File: config.mk
export PLATFORM = sky130hd
export DESIGN_NAME = multicycle_control
export DESIGN_NICKNAME = d
export VERILOG_FILES = /design/src/rtl/multicycle_control.sv
export SDC_FILE = /design/constraint.sdc
export NUM_CORES = 1
export LEC_CHECK = 0
export ABC_CLOCK_PERIOD_IN_PS = 2700
export CAP_MARGIN = 30
export CORE_ASPECT_RATIO = 0.75
export CORE_MARGIN = 10
export CORE_UTILIZATION = 34
export CTS_BUF_LIST = sky130_fd_sc_hd__clkbuf_16
export CTS_CLUSTER_SIZE = 12
export DETAILED_ROUTE_END_ITERATION = 10
export PLACE_DENSITY = 0.6
export SLEW_MARGIN = 20
export SYNTH_ARGS = -nofsm -noshare
export SYNTH_HDL_FRONTEND = slang
export SYNTH_SLANG_ARGS = --single-unit
File: constraint.sdc
create_clock -name clk -period 2.7 [get_ports clk]
set_input_delay 0.54 -clock clk [delete_from_list [all_inputs] [get_ports clk]]
set_output_delay 0.54 -clock clk [all_outputs]
set_load 0.05 [all_outputs]
File: src/rtl/multicycle_control.sv
// multicycle_control
//   Moore FSM controller for the multi-cycle MIPS datapath. It sequences the
//   shared memory port, ALU, IR, PC and register file over 3-5 states per
//   instruction. It waits on a memory ready handshake, with an optional
//   timeout, and counts retired instructions.
//
// Ports
//   clk, reset          : clock, synchronous active-high reset
//   opcode[5:0]         : IR[31:26], sampled in DECODE only
//   mem_ready           : memory completed the current access this cycle
//   pc_write, pc_write_cond, pc_source[1:0]        : PC update controls
//   i_or_d, mem_read, mem_write, ir_write          : memory / IR controls
//   reg_dst, mem_to_reg, reg_write                 : register file controls
//   alu_src_a, alu_src_b[1:0], alu_op[1:0]         : ALU operand / op select
//   instr_done, illegal_op, mem_err                : one-cycle status pulses
//   retired_count[CNT_W-1:0]                       : retired instruction count
//   state[3:0]                                     : current state (debug)
module multicycle_control #(
  parameter int MEM_TIMEOUT = 16,
  parameter int CNT_W       = 32
) (
  input  logic             clk,
  input  logic             reset,
  input  logic [5:0]       opcode,
  input  logic             mem_ready,
  output logic             pc_write,
  output logic             pc_write_cond,
  output logic [1:0]       pc_source,
  output logic             i_or_d,
  output logic             mem_read,
  output logic             mem_write,
  output logic             ir_write,
  output logic             reg_dst,
  output logic             mem_to_reg,
  output logic             reg_write,
  output logic             alu_src_a,
  output logic [1:0]       alu_src_b,
  output logic [1:0]       alu_op,
  output logic             instr_done,
  output logic             illegal_op,
  output logic             mem_err,
  output logic [CNT_W-1:0] retired_count,
  output logic [3:0]       state
);

  typedef enum logic [3:0] {
    S_FETCH    = 4'd0,
    S_DECODE   = 4'd1,
    S_MEM_ADDR = 4'd2,
    S_MEM_RD   = 4'd3,
    S_MEM_WB   = 4'd4,
    S_MEM_WR   = 4'd5,
    S_R_EXEC   = 4'd6,
    S_R_WB     = 4'd7,
    S_I_EXEC   = 4'd8,
    S_I_WB     = 4'd9,
    S_BRANCH   = 4'd10,
    S_JUMP     = 4'd11
  } state_t;

  localparam logic [5:0] OP_RTYPE = 6'b000000;
  localparam logic [5:0] OP_RIMM  = 6'b110000;
  localparam logic [5:0] OP_LW    = 6'b100011;
  localparam logic [5:0] OP_SW    = 6'b101011;
  localparam logic [5:0] OP_ADDI  = 6'b001000;
  localparam logic [5:0] OP_ANDI  = 6'b001100;
  localparam logic [5:0] OP_BEQ   = 6'b000100;
  localparam logic [5:0] OP_J     = 6'b000010;

  localparam int              WC_W   = (MEM_TIMEOUT > 1) ? $clog2(MEM_TIMEOUT) : 1;
  localparam logic [WC_W-1:0] WC_MAX = WC_W'((MEM_TIMEOUT > 0) ? MEM_TIMEOUT - 1 : 0);

  state_t            state_q, state_d;
  logic [5:0]        op_q, op_d;
  logic [WC_W-1:0]   wait_cnt_q, wait_cnt_d;
  logic [CNT_W-1:0]  retired_q, retired_d;

  logic              timeout;
  logic              illegal;
  logic              done;

  // Next-state, wait counter and retirement.
  always_comb begin
    state_d    = state_q;
    op_d       = op_q;
    wait_cnt_d = '0;
    timeout    = 1'b0;
    illegal    = 1'b0;
    done       = 1'b0;

    // wait_cnt only advances while stalled in a memory state; every state
    // change happens with mem_ready high or on a timeout, so it clears then.
    if ((state_q == S_FETCH || state_q == S_MEM_RD || state_q == S_MEM_WR) && !mem_ready) begin
      if (MEM_TIMEOUT != 0 && wait_cnt_q == WC_MAX) begin
        timeout = 1'b1;
      end else begin
        wait_cnt_d = wait_cnt_q + 1'b1;
      end
    end

    case (state_q)
      S_FETCH: begin
        if (mem_ready)    state_d = S_DECODE;
        else if (timeout) state_d = S_FETCH;
      end
      S_DECODE: begin
        op_d = opcode;
        case (opcode)
          OP_LW, OP_SW:      state_d = S_MEM_ADDR;
          OP_RTYPE, OP_RIMM: state_d = S_R_EXEC;
          OP_ADDI, OP_ANDI:  state_d = S_I_EXEC;
          OP_BEQ:            state_d = S_BRANCH;
          OP_J:              state_d = S_JUMP;
          default: begin
            state_d = S_FETCH;
            illegal = 1'b1;
          end
        endcase
      end
      S_MEM_ADDR: state_d = (op_q == OP_LW) ? S_MEM_RD : S_MEM_WR;
      S_MEM_RD: begin
        if (mem_ready)    state_d = S_MEM_WB;
        else if (timeout) state_d = S_FETCH;
      end
      S_MEM_WB: begin
        state_d = S_FETCH;
        done    = 1'b1;
      end
      S_MEM_WR: begin
        if (mem_ready) begin
          state_d = S_FETCH;
          done    = 1'b1;
        end else if (timeout) begin
          state_d = S_FETCH;
        end
      end
      S_R_EXEC: state_d = S_R_WB;
      S_I_EXEC: state_d = S_I_WB;
      S_R_WB, S_I_WB, S_BRANCH, S_JUMP: begin
        state_d = S_FETCH;
        done    = 1'b1;
      end
      default: state_d = S_FETCH;
    endcase

    retired_d = retired_q + CNT_W'(done);
  end

  always_ff @(posedge clk) begin
    if (reset) begin
      state_q    <= S_FETCH;
      op_q       <= '0;
      wait_cnt_q <= '0;
      retired_q  <= '0;
    end else begin
      state_q    <= state_d;
      op_q       <= op_d;
      wait_cnt_q <= wait_cnt_d;
      retired_q  <= retired_d;
    end
  end

  // Control decode. Reset gates everything combinationally so a reset
  // arriving mid-instruction cancels any in-flight write that same cycle.
  always_comb begin
    pc_write      = 1'b0;
    pc_write_cond = 1'b0;
    pc_source     = 2'b00;
    i_or_d        = 1'b0;
    mem_read      = 1'b0;
    mem_write     = 1'b0;
    ir_write      = 1'b0;
    reg_dst       = 1'b0;
    mem_to_reg    = 1'b0;
    reg_write     = 1'b0;
    alu_src_a     = 1'b0;
    alu_src_b     = 2'b00;
    alu_op        = 2'b00;

    if (!reset) begin
      case (state_q)
        S_FETCH: begin
          mem_read  = 1'b1;
          alu_src_b = 2'b01;
          ir_write  = mem_ready;
          pc_write  = mem_ready;
        end
        S_DECODE:   alu_src_b = 2'b11;
        S_MEM_ADDR: begin
          alu_src_a = 1'b1;
          alu_src_b = 2'b10;
        end
        S_MEM_RD: begin
          mem_read = 1'b1;
          i_or_d   = 1'b1;
        end
        S_MEM_WB: begin
          reg_write  = 1'b1;
          mem_to_reg = 1'b1;
        end
        S_MEM_WR: begin
          mem_write = 1'b1;
          i_or_d    = 1'b1;
        end
        S_R_EXEC: begin
          alu_src_a = 1'b1;
          alu_op    = 2'b10;
          alu_src_b = (op_q == OP_RIMM) ? 2'b10 : 2'b00;
        end
        S_R_WB: begin
          reg_write = 1'b1;
          reg_dst   = 1'b1;
        end
        S_I_EXEC: begin
          alu_src_a = 1'b1;
          alu_src_b = 2'b10;
          alu_op    = (op_q == OP_ANDI) ? 2'b11 : 2'b00;
        end
        S_I_WB:   reg_write = 1'b1;
        S_BRANCH: begin
          alu_src_a     = 1'b1;
          alu_op        = 2'b01;
          pc_write_cond = 1'b1;
          pc_source     = 2'b01;
        end
        S_JUMP: begin
          pc_write  = 1'b1;
          pc_source = 2'b10;
        end
        default: ;
      endcase
    end
  end

  assign instr_done    = done    && !reset;
  assign illegal_op    = illegal && !reset;
  assign mem_err       = timeout && !reset;
  assign state         = reset ? 4'd0 : state_q;
  assign retired_count = retired_q;

endmodule

-- Word level (Yosys, flattened, before mapping)
Cells that the tools add are included.
- register bits after elaboration: 46
- logic and storage cells: 92
- add/subtract/negate cells: 2
- eq/ne operators: 22
- muxes and demuxes: 42
- bitwise logic cells: 1
- reduce and logical (&&, ||, !) cells: 21
- operator list (kind ; number):
    $add 32x1->32 ; 1
    $eq 6x6->1 const B ; 5
    $pmux 4 s7 ; 1
    $mux 1 ; 24
    $eq 4x4->1 const B ; 5
    $mux 4 ; 5
    $pmux 4 s5 ; 1
    $eq 6x4->1 const B ; 3
    $eq 4x3->1 const B ; 4
    $reduce_or 2->1 ; 6
    $mux 2 ; 5
    $eq 4x2->1 const B ; 2
    $pmux 2 s4 ; 1
    $reduce_or 8->1 ; 1
    $eq 6x2->1 const B ; 1
    $eq 6x3->1 const B ; 1
    $logic_not 6->1 ; 1
    $pmux 2 s3 ; 1
    $reduce_or 3->1 ; 2
    $reduce_or 5->1 ; 1
    $add 4x1->4 const B ; 1
    $eq 4x1->1 const B ; 1
    $logic_and 1x1->1 ; 4
    $logic_not 4->1 ; 1
    7 further kinds ; 10

-- Logic depth before layout (Yosys ltp)
Gate-level depths: netlist of run 1.
- word-level depth: 8
- depth in mapped cells: 11
- mapped depth without buffers: 9

-- Least setup slack after synthesis of run 1
OpenSTA, ideal clock, no wires.
- kind: input -> output
- start: input port reset
- end: output port pc_source[0]
- data arrival time: 3.124 ns
- data required time: 2.160 ns
- slack: -0.964 ns
- stages: 5
- cell sequence: clkbuf_1 buf_1 clkbuf_1 nor4_1 buf_4
- longest elaborated chain between the ends: 1
- ends and longest elaborated chain (what ; RTL line ; RTL):
    from (decl) ; 23 ; input logic reset,
    $mux 2 ; 180 ; if (!reset) begin
    to (decl) ; 28 ; output logic [1:0] pc_source,
Every way passes these cells.

-- Worst setup path after layout of run 1
- start: input port opcode[2]
- end: output port illegal_op
- longest elaborated chain between the ends: 5
- elaborated cells between the ends (all ways): 12
- ends and longest elaborated chain (what ; RTL line ; RTL):
    from (decl) ; 24 ; input logic [5:0] opcode,
    $eq 6x2->1, or another cell as far along ; 108 ; case (opcode)
    $reduce_or 8->1 (no source line) (*) ; -- ;
    $mux 1 (*) ; 108 ;
    $mux 1 (*) ; 101 ; case (state_q)
    $logic_and 1x1->1 (*) ; 236 ; assign illegal_op = illegal && !reset;
    to (decl) ; 40 ; output logic illegal_op,
Mark *: on every way between the ends. The rest lies on a longest branch, timed or not.

==> out/metrics.yaml, run 1 <==
outcome: "finished clean"
io_buffer_count: 63
synth_area_per_cell_sq_um: 7.84
drive_gt1_share_pct: 25.4
worstPathCellList: "clkdlybuf4s50_1 -> buf_4 -> nor2_1 -> or3_4 -> nor4_4 -> buf_12"
slew_headroom_pct: 53.7
cp.arrival_ps: 2070
peakVddDrop_v: 0.000315
viasPerCell: 5.33
fp.coreArea_sq_um: 7360
htree_levels: 2
dieArea_sq_um: 11500
ys_seq_area_share_pct: 35.8
synth_cell_types: 48
area_growth_pct: 54.4
vias: 2740
static-leakage-power_nw: 1.43
worstSetupStartpoint: "opcode[2]"
wire_per_inst_um: 15.3
pin_count: 64
die_x_um: 120
grt-ovfl-total: 0
setup_ws_ps: 89.8
ys_warn_count: 0
antenna_found_initial: 0
drv_slew: 0
regArea_sq_um: 922
finalPower_mw: 1.61
fin_nets: 424
ys_seq_elements: 46
maxCapViolations: 0
clk_path_buf_depth: 2
nFillCells: 714
path_max_fanout: 3
synth_cells: 328
rsz0062_at_grt: "false"
drt_drc_violations_left: 0
cp_top_family: "buffers and inverters"
cp_slowest_stage_delay_ps: 480
grt_pass1_wl_um: 12400
critPathRequiredTime_ps: 2160
firstDrtPassIters: 4
layout_min_cycle_time_ps: 2610
hpwl_um: 5770
grt_pass1_vias: 2488
layout.cells.non_filler: 514
worst_setup_path_start_kind: "input port"
std_cell_rows: 27
worst_pin_slew_ps: 692
synth_ff_type: "dfxtp_1"
place_inst: 503
ant_nets: 0
clock_latency_ps: 280
min_from: "wait_cnt_q[0]"
critPathKind: "input port to output pin"
fmax_ghz: 0.383
wirelength_um: 7860
dr.first_iter.drc_count: 125
hold_class: "flip-flop to flip-flop"
power_density_nw_per_um2: 407
dpl_worst_slack_ps: -281
slowest_stage: "clkdlybuf4s50_1"
grtUsageTotal_pct: 13.0
setup_viol: 0
numCtsBuffers: 5
grt_max_degree: 38
clock_sinks: 46
cts.clk_slew.worst_paths_ps: 60
period_share_pct: 96.7
r2r-start: "state_q[2]"
endpoint_kind: "output pin"
gp_congestion: 0.823
root_buffer: "clkbuf_16"
synth_edf_count: 0
syn_area_sq_um: 2570
crit_buf_inv: 3
initial_core_util_pct: 34.9
synthArstFlopShare_pct: 0
synthesis.nets: 340
multi_input_area_sq_um: 1630
hold_viol: 0
antenna_cells: 0
fin_skew_ps: 6.43
die_h_um: 95.3
cts_tree: "built"
==> layer usage <==
layer | part of all wire, % | up-vias | GRT usage [%]
li1 | - | 1361 | -
met1 | 50 | 1315 | 18.3
met2 | 44 | 60 | 19.4
met3 | 5.5 | 4 | 3.66
met4 | 0.46 | 0 | 2.10
met5 | 0 | - | 0
==> registers in the layout, summed over array words and instances (netlist names) <==
| signal | count |
|---|---|
| retired_count | 32 |
| op_q | 6 |
| state_q | 4 |
| wait_cnt_q | 4 |
==> through the flow <==
stage | area [sq um] | util [%] | hold WS, ps | setup TNS [ps]
after global placement | 3690 | 50.1 | 446 | -2370
after floorplan | 2620 | - | 432 | -842
after detailed placement | 3690 | 50.1 | 456 | -3060
after CTS | 3850 | 52.3 | 465 | 0
after global routing | 3970 | 53.9 | 492 | 0
final | 3970 | 53.9 | 458 | 0
==> synth_stat cells (2+ instances only) <==
cell type | n | area (sq um)
or4_1 | 7 | 52.6
nor4_1 | 9 | 56.3
ha_1 | 3 | 37.5
or3_2 | 2 | 15.0
nand4_1 | 7 | 43.8
or2_2 | 3 | 18.8
a2111oi_0 | 2 | 17.5
or4_4 | 2 | 22.5
nor2b_1 | 12 | 75.1
o21ai_0 | 15 | 75.1
nor4b_1 | 6 | 52.6
nand3_1 | 13 | 65.1
inv_1 | 7 | 26.3
or3_1 | 12 | 75.1
nor2_1 | 28 | 105
o31ai_1 | 7 | 52.6
buf_2 | 2 | 10.0
dfxtp_1 | 46 | 921
and2_1 | 4 | 25.0
and4_1 | 3 | 26.3
mux2_2 | 5 | 56.3
xnor2_1 | 7 | 61.3
nand4b_1 | 2 | 17.5
xor2_1 | 5 | 43.8
nand2_1 | 26 | 97.6
buf_6 | 2 | 22.5
clkbuf_1 | 18 | 67.6
nand2b_1 | 4 | 25.0
o22ai_1 | 3 | 18.8
nor3_1 | 13 | 65.1
a21oi_1 | 36 | 180
==> final cells by class <==
type                    instances  share of cell area (%)
well taps                     101                    3.18
inverters                       7                   0.662
clock buffers                   5                    3.15
multi-input cells             252                    41.1
clock inverters                 3                    1.01
flip-flops and latches         46                    23.2
repair buffers                100                    27.6
==> final timing paths <==
check             cells past startpoint  slack (ps)           endpoint
hold reg to reg                       1         460      wait_cnt_q[0]
setup / recovery                      6          90         illegal_op
hold / removal                        1         460      wait_cnt_q[0]
setup reg to reg                      9         170  retired_count[14]
==> what timing repair did <==
action | in CTS | in global routing
hold buffers | 0 | 0
buffers inserted | 0 | 2
cloned | 0 | 1
pin swaps | 1 | 9
resized for setup | 0 | 26
endpoints found under the setup margin | 1 | 13
==> cell families after synthesis <==
group           after synthesis  synth area share (%)
compound gates               71                  16.0
xor+xnor                     12                  4.09
fa+ha+maj                     3                  1.46
buf+inv                      31                  5.35
flops                        46                  35.8
mux                           6                  2.58
simple gates                159                  34.7
==> where the power goes <==
part,internal (mW),switching [mW]
Sequential,0.690,0.0108
Combinational,0.0976,0.133
Clock,0.433,0.250
Total,1.22,0.394
==> cell usage in the layout, fill, tap and decap left out, types with 12 or more instances in the layout <==
cell type and n:
buf_12 18, nor2b_1 12, nand3_1 13, buf_4 39, nor3_1 12, a21oi_1 32
dfxtp_1 45, clkdlybuf4s50_1 33, o21ai_0 15, nand2_1 25, nor2_1 28
(Power assumes the default switching activity.)
==> run 2, diff against run 1 <==
--- a/config.mk
+++ b/config.mk
@@ -5,6 +5,7 @@
 export SDC_FILE = /design/constraint.sdc
 export NUM_CORES = 1
 export LEC_CHECK = 0
+export ABC_AREA = 1
 export ABC_CLOCK_PERIOD_IN_PS = 2700
 export CAP_MARGIN = 30
 export CORE_ASPECT_RATIO = 0.75
@@ -13,7 +14,7 @@
 export CTS_BUF_LIST = sky130_fd_sc_hd__clkbuf_16
 export CTS_CLUSTER_SIZE = 12
 export DETAILED_ROUTE_END_ITERATION = 10
-export PLACE_DENSITY = 0.6
+export PLACE_DENSITY = 0.59
 export SLEW_MARGIN = 20
 export SYNTH_ARGS = -nofsm -noshare
 export SYNTH_HDL_FRONTEND = slang
==> out/metrics.yaml, run 2 <==
outcome: "finished clean"
io_buffer_count: 63
synth_area_per_cell_sq_um: 6.26
critPathRequiredTime_ps: 2160
min_from: "wait_cnt_q[0]"
r2r-start: "state_q[2]"
drt_drc_violations_left: 0
synthArstFlopShare_pct: 0
yosysTopAreaCellShare_pct: 33.3
layout_common_cells: "107 x nand2_1, 100 x nor2_1, 45 x dfxtp_1"
viasPerCell: 4.78
fmax_ghz: 0.401
worst_setup_path_start_kind: "input port"
grt-ovfl-total: 0
setup_viol: 0
die_x_um: 124
layout_min_cycle_time_ps: 2490
worst_pin_slew_ps: 524
grt_pass1_wl_um: 13700
clock_latency_ps: 290
grt_max_degree: 17
yosys-top-cells-count: "107 x nand2_1, 100 x nor2_1, 46 x dfxtp_1, 43 x inv_1, 31 x a21oi_1"
pin_count: 64
whs_ps: 445
drv_slew: 0
clock_sinks: 46
hold_class: "flip-flop to flip-flop"
ant_nets: 0
worstSetupPathDepth: 8
finalPower_mw: 1.48
firstDrtPassIters: 5
drive_gt1_share_pct: 15.0
path_max_fanout: 3
gp_congestion: 0.883
slew_headroom_pct: 65.0
antenna_cells: 0
peakVddDrop_v: 0.000257
endpoint_kind: "output pin"
grt_pass1_vias: 2616
dieArea_sq_um: 12200
fin_setup_tns_ps: 0
vias: 2932
ys_seq_elements: 46
syn_area_sq_um: 2770
r2r_slack_ps: 300
cts_tree: "built"
worstPathCellList: "clkdlybuf4s50_1 -> inv_1 -> nand2_1 -> nor2_1 -> nand2_1 -> nand2_1 -> nor4_2 -> buf_12"
ctsHoldBuffers: 0
nFillCells: 822
root_buffer: "clkbuf_16"
htree_levels: 2
hpwl_um: 6880
synth_top_area_cell: "dfxtp_1"
cp_slowest_stage_delay_ps: 530
clk_path_buf_depth: 2
period_share_pct: 92.4
static-leakage-power_nw: 1.37
fin_skew_ps: 5.55
grtUsageTotal_pct: 13.4
rsz0062_at_grt: "false"
synth.top_cells.by_area: "dfxtp_1 33%, nand2_1 15%, nor2_1 14%"
layout_commonest_cell: "nand2_1"
numCtsBuffers: 5
fin_nets: 519
critPathKind: "input port to output pin"
initial_core_util_pct: 35.0
wirelength_um: 8550
rr_worst_depth: 17
ys_seq_area_share_pct: 33.3
crit_buf_inv: 3
cp_top_family: "buffers and inverters"
hold_viol: 0
synth_edf_count: 0
setup_ws_ps: 205
std_cell_rows: 28
area_growth_pct: 33.6
synthesis.nets: 454
post-route-util_pct: 46.7
maxCapViolations: 0
postCtsSetupBuffers: 0
min_delay_path_depth: 1
yosysMostFrequentCell: "nand2_1"
wire_per_inst_um: 13.9
hold_path_end: "wait_cnt_q[0]"
slowest_stage: "clkdlybuf4s50_1"
synth_cells: 442
synth_ff_type: "dfxtp_1"
path_common_cell: "nand2_1"
cts.clk_slew.worst_paths_ps: 60
largest_reg_flops: 32
fp.coreArea_sq_um: 7920
power_density_nw_per_um2: 400
multi_input_area_sq_um: 1620
cp.arrival_ps: 1950
timing.rr.end: "retired_count[30]"
ys_warn_count: 0
die_h_um: 98.2
regArea_sq_um: 922
synth_cell_types: 33
antenna_found_initial: 0
dr.first_iter.drc_count: 226
ctsResizeCount: 0
dpl_worst_slack_ps: 104
==> run 2: cell count changes after synthesis, sizes merged, moves of 9 or more <==
cell,before,now
nand2,26,110
inv,7,53
or3,14,0
clkbuf,18,6
or4,9,0
nor2,28,114
nor2b,12,0
==> run 2: how the worst max path moves through the flow <==
stage                from                end  slack (ps)
2_1_floorplan       reset            mem_err         130
3_3_place_gp    mem_ready  retired_count[30]         200
3_5_place_dp    mem_ready  retired_count[16]         100
4_1_cts         opcode[1]         illegal_op         210
5_1_grt        state_q[3]  retired_count[30]          10
6_report        opcode[1]         illegal_op         210
==> run 2: cells by family (layout without fill, tap and decap cells) <==
logic type	Yosys count	in the layout	share of synthesized area [%]
xor gates and xnor gates	5	5	1.58
adders and majority gates	3	3	1.36
buffers and inverters	63	129	8.90
AOI/OAI and AO/OA	56	56	10.7
DFF	46	46	33.3
and+or+nand+nor	269	269	44.2
==> run 2: through the flow <==
step | instances | cell area, sq um
2_1_floorplan | 442 | 2780
3_3_place_gp | 605 | 3560
3_5_place_dp | 605 | 3560
4_1_cts | 613 | 3690
5_1_grt | 613 | 3700
6_report | 613 | 3700
==> run 2: power breakdown <==
part           internal (mW)  switching [mW]
combinational         0.0638           0.120
clock                  0.335           0.254
sequential             0.694          0.0112
total                   1.09           0.386
==> run 2: area by class of cell <==
type,instances,area share (%)
timing repair buffer,68,18.7
multi-input combinational,333,43.7
clock buffer,5,3.38
tap,105,3.55
inverter,53,5.38
clock inverter,3,0.338
sequential,46,24.9
==> run 2: per-layer routing <==
layer | global-route usage (%) | part of all wire, % | up-vias
li1 | - | - | 1526
met1 | 19.6 | 52 | 1319
met2 | 18.5 | 40 | 79
met3 | 3.40 | 6.0 | 8
met4 | 4.02 | 1.3 | 0
met5 | 0 | 0 | -
==> run 3, diff against run 2 <==
--- a/config.mk
+++ b/config.mk
@@ -9,12 +9,12 @@
 export ABC_CLOCK_PERIOD_IN_PS = 2700
 export CAP_MARGIN = 30
 export CORE_ASPECT_RATIO = 0.75
-export CORE_MARGIN = 10
-export CORE_UTILIZATION = 34
+export CORE_UTILIZATION = 40
 export CTS_BUF_LIST = sky130_fd_sc_hd__clkbuf_16
 export CTS_CLUSTER_SIZE = 12
 export DETAILED_ROUTE_END_ITERATION = 10
-export PLACE_DENSITY = 0.59
+export PLACE_DENSITY = 0.68
+export REMOVE_ABC_BUFFERS = 1
 export SLEW_MARGIN = 20
 export SYNTH_ARGS = -nofsm -noshare
 export SYNTH_HDL_FRONTEND = slang
==> out/metrics.yaml, run 3 (same netlist as run 2, synthesis figures left out) <==
drive_gt1_share_pct: 14.2
fin_skew_ps: 2.96
wirelength_um: 7510
antenna_found_initial: 0
gp_congestion: 0.875
hold_viol: 0
std_cell_rows: 25
path_common_cell: "nand2_1"
grtUsageTotal_pct: 21.8
setup_viol: 0
grt-ovfl-total: 0
largest_reg_flops: 32
r2r-start: "state_q[2]"
clock_sinks: 46
drv_slew: 0
power_density_nw_per_um2: 438
postCtsSetupBuffers: 0
wire_per_inst_um: 12.8
firstDrtPassIters: 8
critPathKind: "input port to output pin"
cts_tree: "built"
die_h_um: 74.1
ant_nets: 0
r2r_slack_ps: 300
clock_latency_ps: 280
io_buffer_count: 63
nFillCells: 611
critPathRequiredTime_ps: 2160
dr.first_iter.drc_count: 257
worst_setup_path_start_kind: "input port"
static-leakage-power_nw: 1.43
grt_pass1_wl_um: 12500
hold_path_end: "wait_cnt_q[0]"
place_inst: 581
drt_drc_violations_left: 1
min_delay_path_depth: 1
layout_common_cells: "107 x nand2_1, 100 x nor2_1, 46 x dfxtp_1"
layout.cells.non_filler: 589
slowest_stage: "clkdlybuf4s50_1"
endpoint_kind: "output pin"
rr_worst_depth: 15
fin_nets: 519
whs_ps: 457
hpwl_um: 5750
multi_input_area_sq_um: 1600
path_max_fanout: 4
htree_levels: 2
fp.coreArea_sq_um: 6510
area_growth_pct: 39.4
regArea_sq_um: 921
worst_pin_slew_ps: 516
initial_core_util_pct: 42.6
slew_headroom_pct: 65.5
peakVddDrop_v: 0.000254
fin_setup_tns_ps: 0
dieArea_sq_um: 7260
rsz0062_at_grt: "false"
cp_slowest_stage_delay_ps: 510
outcome: "complete, but fails checks"
period_share_pct: 94.4
cts.clk_slew.worst_paths_ps: 60
root_buffer: "clkbuf_16"
layout_commonest_cell: "nand2_1"
vias: 2989
worstPathCellList: "clkdlybuf4s50_1 -> nor2_1 -> inv_1 -> nand2_1 -> nand2_1 -> nand2_1 -> nor4_1 -> buf_4 -> buf_12"
antenna_cells: 0
violations: "design-rule violations"
viasPerCell: 5.07
clk_path_buf_depth: 2
layout_min_cycle_time_ps: 2550
fmax_ghz: 0.392
grt_pass1_vias: 2626
grt_max_degree: 45
cp.arrival_ps: 2010
min_from: "wait_cnt_q[0]"
die_x_um: 98.1
timing.rr.end: "retired_count[16]"
numCtsBuffers: 5
hold_class: "flip-flop to flip-flop"
pin_count: 64
maxCapViolations: 0
run 3: worst max path at each step:
stage	from	end	cells after the start
6_report	opcode[4]	illegal_op	9
5_1_grt	state_q[2]	retired_count[12]	15
4_1_cts	opcode[4]	illegal_op	9
3_5_place_dp	mem_ready	retired_count[16]	12
3_3_place_gp	mem_ready	retired_count[30]	14
2_1_floorplan	state_q[3]	pc_source[0]	4
run 3: worst max-delay path: cells and delay by family:
family	cells	cell delay [ps]
and+or+nand+nor	5	590
buffers and inverters	4	880
run 3: per-layer routing:
layer  routed length (um)  GRT usage, %
met1                 3760          33.1
met2                 3040          30.9
met3                  623          4.42
met4                   87          5.72
met5                    0             0
run 3: repair_timing:
item	CTS	global route
resized for setup	0	1
hold endpoints to repair	0	0
setup endpoints to repair	0	4
hold buffers	0	0
run 3: per-stage QoR:
stage | setup WS [ps] | instance area, sq um | power (mW) | utilization [%]
global placement | 195 | 3670 | 0.917 | 56.4
finish | 150 | 3860 | 1.69 | 59.3
CTS | 154 | 3860 | 1.70 | 59.3
global route | 18.9 | 3860 | 1.76 | 59.3
detailed placement | 136 | 3670 | 0.919 | 56.4
floorplan | -538 | 2720 | 0.825 | -
run 3: where the power goes:
part           switching, mW  total (mW)  internal, mW
Sequential            0.0113       0.705         0.694
Clock                  0.259       0.786         0.527
Combinational          0.121       0.200        0.0791
Total                  0.391        1.69          1.30
run 3: area by class of cell:
type	count	share of cell area, %
multi-input combinational	333	41.5
tap	81	2.63
clock inverter	3	1.65
inverter	53	5.15
timing repair buffer	68	22.0
clock buffer	5	3.24
sequential	46	23.9
